--- config.mk ---
export PLATFORM = sky130hd
export DESIGN_NAME = pc_gen
export DESIGN_NICKNAME = d
export VERILOG_FILES = /design/src/rtl/pc_pkg.sv /design/src/rtl/pc_ras.sv /design/src/rtl/pc_gen.sv
export SDC_FILE = /design/constraint.sdc
export NUM_CORES = 1
export LEC_CHECK = 0
export ABC_AREA = 1
export CAP_MARGIN = 20
export CORE_MARGIN = 4
export CORE_UTILIZATION = 27
export DETAILED_ROUTE_END_ITERATION = 12
export PLACE_DENSITY = 0.58
export SYNTH_ARGS = -nofsm -noshare
export SYNTH_HDL_FRONTEND = slang
export SYNTH_SLANG_ARGS = --single-unit
--- constraint.sdc ---
create_clock -name clk -period 3.5 [get_ports clk]
set_input_delay 0.7 -clock clk [delete_from_list [all_inputs] [get_ports clk]]
set_output_delay 0.7 -clock clk [all_outputs]
set_load 0.01 [all_outputs]
--- src/rtl/pc_pkg.sv ---
`default_nettype none
// ============================================================================
//  Module   : pc_pkg
//  Brief    : Shared encodings and helpers for the program-counter generator
//  Revision : 1.0  initial release
// ============================================================================
package pc_pkg;

  // Next-pc source select encodings
  localparam logic [1:0] PC_SEL_SEQ = 2'b00;
  localparam logic [1:0] PC_SEL_IMM = 2'b01;
  localparam logic [1:0] PC_SEL_ALU = 2'b10;
  localparam logic [1:0] PC_SEL_RET = 2'b11;

  // A redirect target is usable only when it is word aligned
  function automatic logic is_misaligned(input logic [1:0] lo_bits);
    return lo_bits != 2'b00;
  endfunction

endpackage
`default_nettype wire

--- src/rtl/pc_ras.sv ---
`default_nettype none
// ============================================================================
//  Module   : pc_ras
//  Brief    : Circular return-address stack; a push when full overwrites the
//             oldest entry, a pop when empty does nothing
//  Revision : 1.0  initial release
// ============================================================================
module pc_ras
  import pc_pkg::*;
#(
  parameter int unsigned ADDR_W    = 11,
  parameter int unsigned RAS_DEPTH = 4
) (
  input  logic              clk,
  input  logic              rst,
  input  logic              push,
  input  logic              pop,
  input  logic [ADDR_W-1:0] push_data,
  output logic [ADDR_W-1:0] top,
  output logic              empty,
  output logic              full
);

  localparam int unsigned      PTR_W   = $clog2(RAS_DEPTH);
  localparam int unsigned      CNT_W   = $clog2(RAS_DEPTH + 1);
  localparam logic [CNT_W-1:0] C_DEPTH = CNT_W'(RAS_DEPTH);

  logic [ADDR_W-1:0] stack_q [RAS_DEPTH];
  logic [ADDR_W-1:0] stack_d [RAS_DEPTH];
  logic [PTR_W-1:0]  ptr_q, ptr_d;   // next slot to write; top is ptr_q-1
  logic [CNT_W-1:0]  cnt_q, cnt_d;

  // Pointer/count/array update; the pointer wraps naturally since depth is 2^n
  always_comb begin
    stack_d = stack_q;
    ptr_d   = ptr_q;
    cnt_d   = cnt_q;
    if (push) begin
      stack_d[ptr_q] = push_data;
      ptr_d          = ptr_q + PTR_W'(1);
      if (cnt_q != C_DEPTH) cnt_d = cnt_q + CNT_W'(1);
    end else if (pop && (cnt_q != '0)) begin
      ptr_d = ptr_q - PTR_W'(1);
      cnt_d = cnt_q - CNT_W'(1);
    end
  end

  // Pointer and occupancy registers; reset empties the stack
  always_ff @(posedge clk) begin
    if (rst) begin
      ptr_q <= '0;
      cnt_q <= '0;
    end else begin
      ptr_q <= ptr_d;
      cnt_q <= cnt_d;
    end
  end

  // Entry storage; contents are meaningless while the count excludes them
  always_ff @(posedge clk) begin
    stack_q <= stack_d;
  end

  assign top   = stack_q[ptr_q - PTR_W'(1)];
  assign empty = (cnt_q == '0);
  assign full  = (cnt_q == C_DEPTH);

endmodule
`default_nettype wire

--- src/rtl/pc_gen.sv ---
`default_nettype none
// ============================================================================
//  Module   : pc_gen
//  Brief    : Program-counter generator with fetch handshake, trap vector,
//             EPC capture, misaligned-target detection and return stack
//  Revision : 1.0  initial release
// ============================================================================
module pc_gen
  import pc_pkg::*;
#(
  parameter int unsigned ADDR_W    = 11,
  parameter int unsigned RESET_VEC = 0,
  parameter int unsigned TRAP_VEC  = 'h7F0,
  parameter int unsigned INC       = 4,
  parameter int unsigned RAS_DEPTH = 4
) (
  input  logic              clk,
  input  logic              rst,
  input  logic              pc_en,
  input  logic [1:0]        pc_sel,
  input  logic [ADDR_W-1:0] imm_addr,
  input  logic [ADDR_W-1:0] alu_addr,
  input  logic              call,
  input  logic              trap_req,
  input  logic              pc_ready,
  output logic [ADDR_W-1:0] pc,
  output logic              pc_valid,
  output logic [ADDR_W-1:0] epc,
  output logic              misalign,
  output logic              ras_empty,
  output logic              ras_full
);

  localparam logic [ADDR_W-1:0] C_RESET = ADDR_W'(RESET_VEC);
  localparam logic [ADDR_W-1:0] C_TRAP  = ADDR_W'(TRAP_VEC);
  localparam logic [ADDR_W-1:0] C_INC   = ADDR_W'(INC);

  logic [ADDR_W-1:0] pc_q, pc_d;
  logic [ADDR_W-1:0] epc_q, epc_d;
  logic              pc_valid_q, pc_valid_d;
  logic              misalign_q, misalign_d;

  logic              fire;
  logic [ADDR_W-1:0] pc_inc;
  logic [ADDR_W-1:0] target;
  logic              ras_push, ras_pop;
  logic [ADDR_W-1:0] ras_top;

  assign fire   = pc_valid_q & pc_ready;
  assign pc_inc = pc_q + C_INC;   // wraps modulo 2^ADDR_W

  // Next-pc selection in priority order: trap, jump, return, sequential
  always_comb begin
    pc_d       = pc_q;
    epc_d      = epc_q;
    pc_valid_d = 1'b1;
    misalign_d = 1'b0;
    ras_push   = 1'b0;
    ras_pop    = 1'b0;
    target     = (pc_sel == PC_SEL_IMM) ? imm_addr : alu_addr;

    if (trap_req) begin
      pc_d  = C_TRAP;
      epc_d = pc_q;
    end else if (pc_en && ((pc_sel == PC_SEL_IMM) || (pc_sel == PC_SEL_ALU))) begin
      if (is_misaligned(target[1:0])) begin
        pc_d       = C_TRAP;
        epc_d      = pc_q;
        misalign_d = 1'b1;
      end else begin
        pc_d     = target;
        ras_push = call;
      end
    end else if (pc_en && (pc_sel == PC_SEL_RET)) begin
      if (!ras_empty) begin
        pc_d    = ras_top;
        ras_pop = 1'b1;
      end else if (is_misaligned(alu_addr[1:0])) begin
        // Empty stack falls back to the jalr-style target, checked like one
        pc_d       = C_TRAP;
        epc_d      = pc_q;
        misalign_d = 1'b1;
      end else begin
        pc_d = alu_addr;
      end
    end else if (fire) begin
      pc_d = pc_inc;
    end
  end

  // Architectural registers; reset discards any in-flight state
  always_ff @(posedge clk) begin
    if (rst) begin
      pc_q       <= C_RESET;
      epc_q      <= '0;
      pc_valid_q <= 1'b0;
      misalign_q <= 1'b0;
    end else begin
      pc_q       <= pc_d;
      epc_q      <= epc_d;
      pc_valid_q <= pc_valid_d;
      misalign_q <= misalign_d;
    end
  end

  pc_ras #(
    .ADDR_W    (ADDR_W),
    .RAS_DEPTH (RAS_DEPTH)
  ) u_ras (
    .clk       (clk),
    .rst       (rst),
    .push      (ras_push),
    .pop       (ras_pop),
    .push_data (pc_inc),
    .top       (ras_top),
    .empty     (ras_empty),
    .full      (ras_full)
  );

  assign pc       = pc_q;
  assign pc_valid = pc_valid_q;
  assign epc      = epc_q;
  assign misalign = misalign_q;

endmodule
`default_nettype wire

==> impl_metrics.yaml <==
run_status:
  status: "finished, final reports clean"
place:
  place_congestion: 0.860
  dp_hpwl_mm: 7.12
  io_buffers: 55
cts:
  htreeDepth: 3
  hold_buffers: 0
  clock_latency_ns: 0.33
  cts.sinks: 73
  cts_tree: "done"
  clk_path_buf_depth: 2
  path_clk_slew_ns: 0.06
  root_buffer: "clkbuf_16"
  cts_buffers: 9
  cts_setup_buffers: 0
  cts_resized: 0
worst_setup_path:
  r2r_slack_ns: 1.34
  regToRegStartpoint: "u_ras.ptr_q[0]$_SDFFE_PP0P_"
  critPathRequiredTime_ns: 3.73
  arrival_ns: 2.91
  critPathKind: "primary input to register"
  critPathCaptureType: "register"
  startpoint_type: "primary input"
  cp_max_fo: 10
  worstReg2RegEnd: "pc[8]$_SDFFE_PP0P_"
  reg2regPathDepth: 10
layout:
  mostFrequentLayoutCell: "nand2_1"
  drive_above_1_share: 0.0950
  nNetsFinal: 538
  final_cell_mix: "nand2_1 (127), clkdlybuf4s50_1 (55), edfxtp_1 (44), inv_1 (41)"
  area_growth_pct: 28.5
  fill_cells: 1392
  fin_util: 0.355
  diodes: 0
drt:
  drt_pre_antenna_iters: 4
  ant_nets: 0
  wl_mm: 9.58
  drc: 0
  drt-wirelength-per-cell_um: 14.1
  vias: 3064
  viasPerCell: 4.50
  drtIter0Drc: 124
power_and_ir_drop:
  ir_drop_uv: 228
  finalPower_mw: 2.11
  power.leakage_nw: 1.87
  powerDensity_mw_per_mm2: 448
synth:
  ys.flop_type: "edfxtp_1"
  synth_edf_count: 44
  syn_nets: 477
  synthArstFlopShare: 0
  mappedNetlistArea_mm2: 0.00367
  syn_inst: 439
  ys.warnings.count: 0
  synth-seq-cells: 73
  avgSynthCellArea_um2: 8.36
  ys_types: 32
  seq_area_frac_synth: 0.518
sta:
  fin_crit_sh: 0.767
  finalHoldViolations: 0
  setup_viol: 0
  tightest_slew_ns: 0.575
  rsz0062_at_grt: "false"
  setup_tns_ns: 0
  slew_headroom: 0.616
  period_needed_ns: 2.68
  final_max_slew_viol_count: 0
  finalClockSkew_ns: 0.0102
  fmax_mhz: 372
min_path:
  hold_end: "u_ras.cnt_q[2]$_SDFFE_PP0P_"
  holdPathStages: 2
  worstHoldStart: "u_ras.cnt_q[2]$_SDFFE_PP0P_"
  min_path_type: "register to register"
floorplan:
  die-area_mm2: 0.0155
  die_w_um: 125
  num_rows: 42
  core_mm2: 0.0133
  initial_core_util: 0.276
  die_h_um: 125
  ioPinCount: 56
global_routing:
  antenna_found_initial: 0
  grt_pass1_vias: 3016
  grt_pass1_wl_mm: 15.3
  grt_overflow: 0
  grt.total_usage: 0.122
  grt_max_degree: 27
job:
  maxCapViolCount: 0
==> power by group <==
| group | total [mW] | switching [mW] | internal (mW) |
|---|---|---|---|
| sequential | 0.965 | 0.0245 | 0.940 |
| clock | 0.876 | 0.353 | 0.522 |
| combinational | 0.270 | 0.152 | 0.118 |
| total | 2.11 | 0.530 | 1.58 |
==> through the flow <==
stage,cell area [µm²],hold slack [ns],worst slack [ns],cells
after global routing,4720,0.538,0.634,681
after detailed placement,4420,0.507,0.493,665
after floorplan,3670,0.475,1.11,439
final,4720,0.513,0.815,681
after global placement,4420,0.501,0.509,665
after CTS,4720,0.517,0.838,681
==> cell type report <==
class / instances / area, µm² / area share
Clock buffer: 10 / 250 / 0.0531
Clock inverter: 6 / 41.3 / 0.00876
Inverter: 48 / 183 / 0.0387
Multi-Input combinational cell: 304 / 1500 / 0.318
Sequential cell: 73 / 1900 / 0.403
Tap cell: 176 / 220 / 0.0467
Timing Repair Buffer: 64 / 618 / 0.131
==> cells in the mapped netlist (2+ instances only) <==
master    number  area share
a21oi_1       32       0.044
and2_1         3      0.0051
buf_2          8       0.011
buf_4          4      0.0082
dfxtp_1       29        0.16
edfxtp_1      44        0.36
ha_1           8       0.027
inv_1         41       0.042
inv_2          5      0.0051
nand2_1      127        0.13
nand2_2        4      0.0068
nand2_4        2      0.0061
nand3_1       30       0.041
nand3_2        3      0.0082
nand3_4        2      0.0095
nand4_1        6       0.010
nor2_1        32       0.033
nor2_2         2      0.0034
nor2_4         2      0.0061
o21ai_0       27       0.037
o21ai_1       14       0.019
o22ai_1        2      0.0034
xor2_1         3      0.0072
==> flip-flops by register name, summed over array words and instances, names as in the netlist <==
name,cells
u_ras.ptr_q,2
pc,11
misalign,1
u_ras.cnt_q,3
pc_valid,1
epc,11
u_ras.stack_q,44
==> per-layer routing <==
metal | global-route usage | share of wire | vias up | wire, µm
li1 | - | - | 1568 | -
met4 | 0.0400 | 0.018 | 0 | 172
met2 | 0.205 | 0.48 | 63 | 4620
met5 | 0 | 0 | - | 0
met3 | 0.0266 | 0.038 | 12 | 360
met1 | 0.155 | 0.46 | 1421 | 4430
==> critical path: stages <==
cell and delay, ns:
clkdlybuf4s50_1 0.49, inv_1 0.05, ha_1 0.27, inv_2 0.11, nand2_2 0.14, nor2_8 0.16, nand3_4 0.16, xor2_1 0.17
inv_1 0.06, ha_1 0.17, inv_1 0.06, nand4_1 0.11, nand2_1 0.11, nor2_2 0.03, nor2_1 0.07, nor2_1 0.05
==> worst max path at each step <==
stage	slack, ns	endpoint	from
after floorplan	1.11	u_ras.stack_q[0]$_DFFE_PP_	pc_sel[1]
after global placement	0.51	u_ras.cnt_q[2]$_SDFFE_PP0P_	pc_sel[1]
after detailed placement	0.49	u_ras.cnt_q[2]$_SDFFE_PP0P_	pc_sel[1]
after CTS	0.84	u_ras.cnt_q[2]$_SDFFE_PP0P_	pc_sel[1]
after global routing	0.63	u_ras.cnt_q[2]$_SDFFE_PP0P_	pc_sel[1]
final	0.82	u_ras.cnt_q[2]$_SDFFE_PP0P_	pc_sel[1]
==> cell families (layout without fill, tap and decap cells) <==
kind of cell    count (synthesis)  count (layout)  share of synthesized area
simple gates                  217             217                      0.270
compound gates                 76              76                      0.105
flops                          73              73                      0.518
buf+inv                        62             128                     0.0729
fa+ha+maj                       8               8                     0.0273
xor+xnor                        3               3                    0.00716
Power figures use the tool's default switching activity.
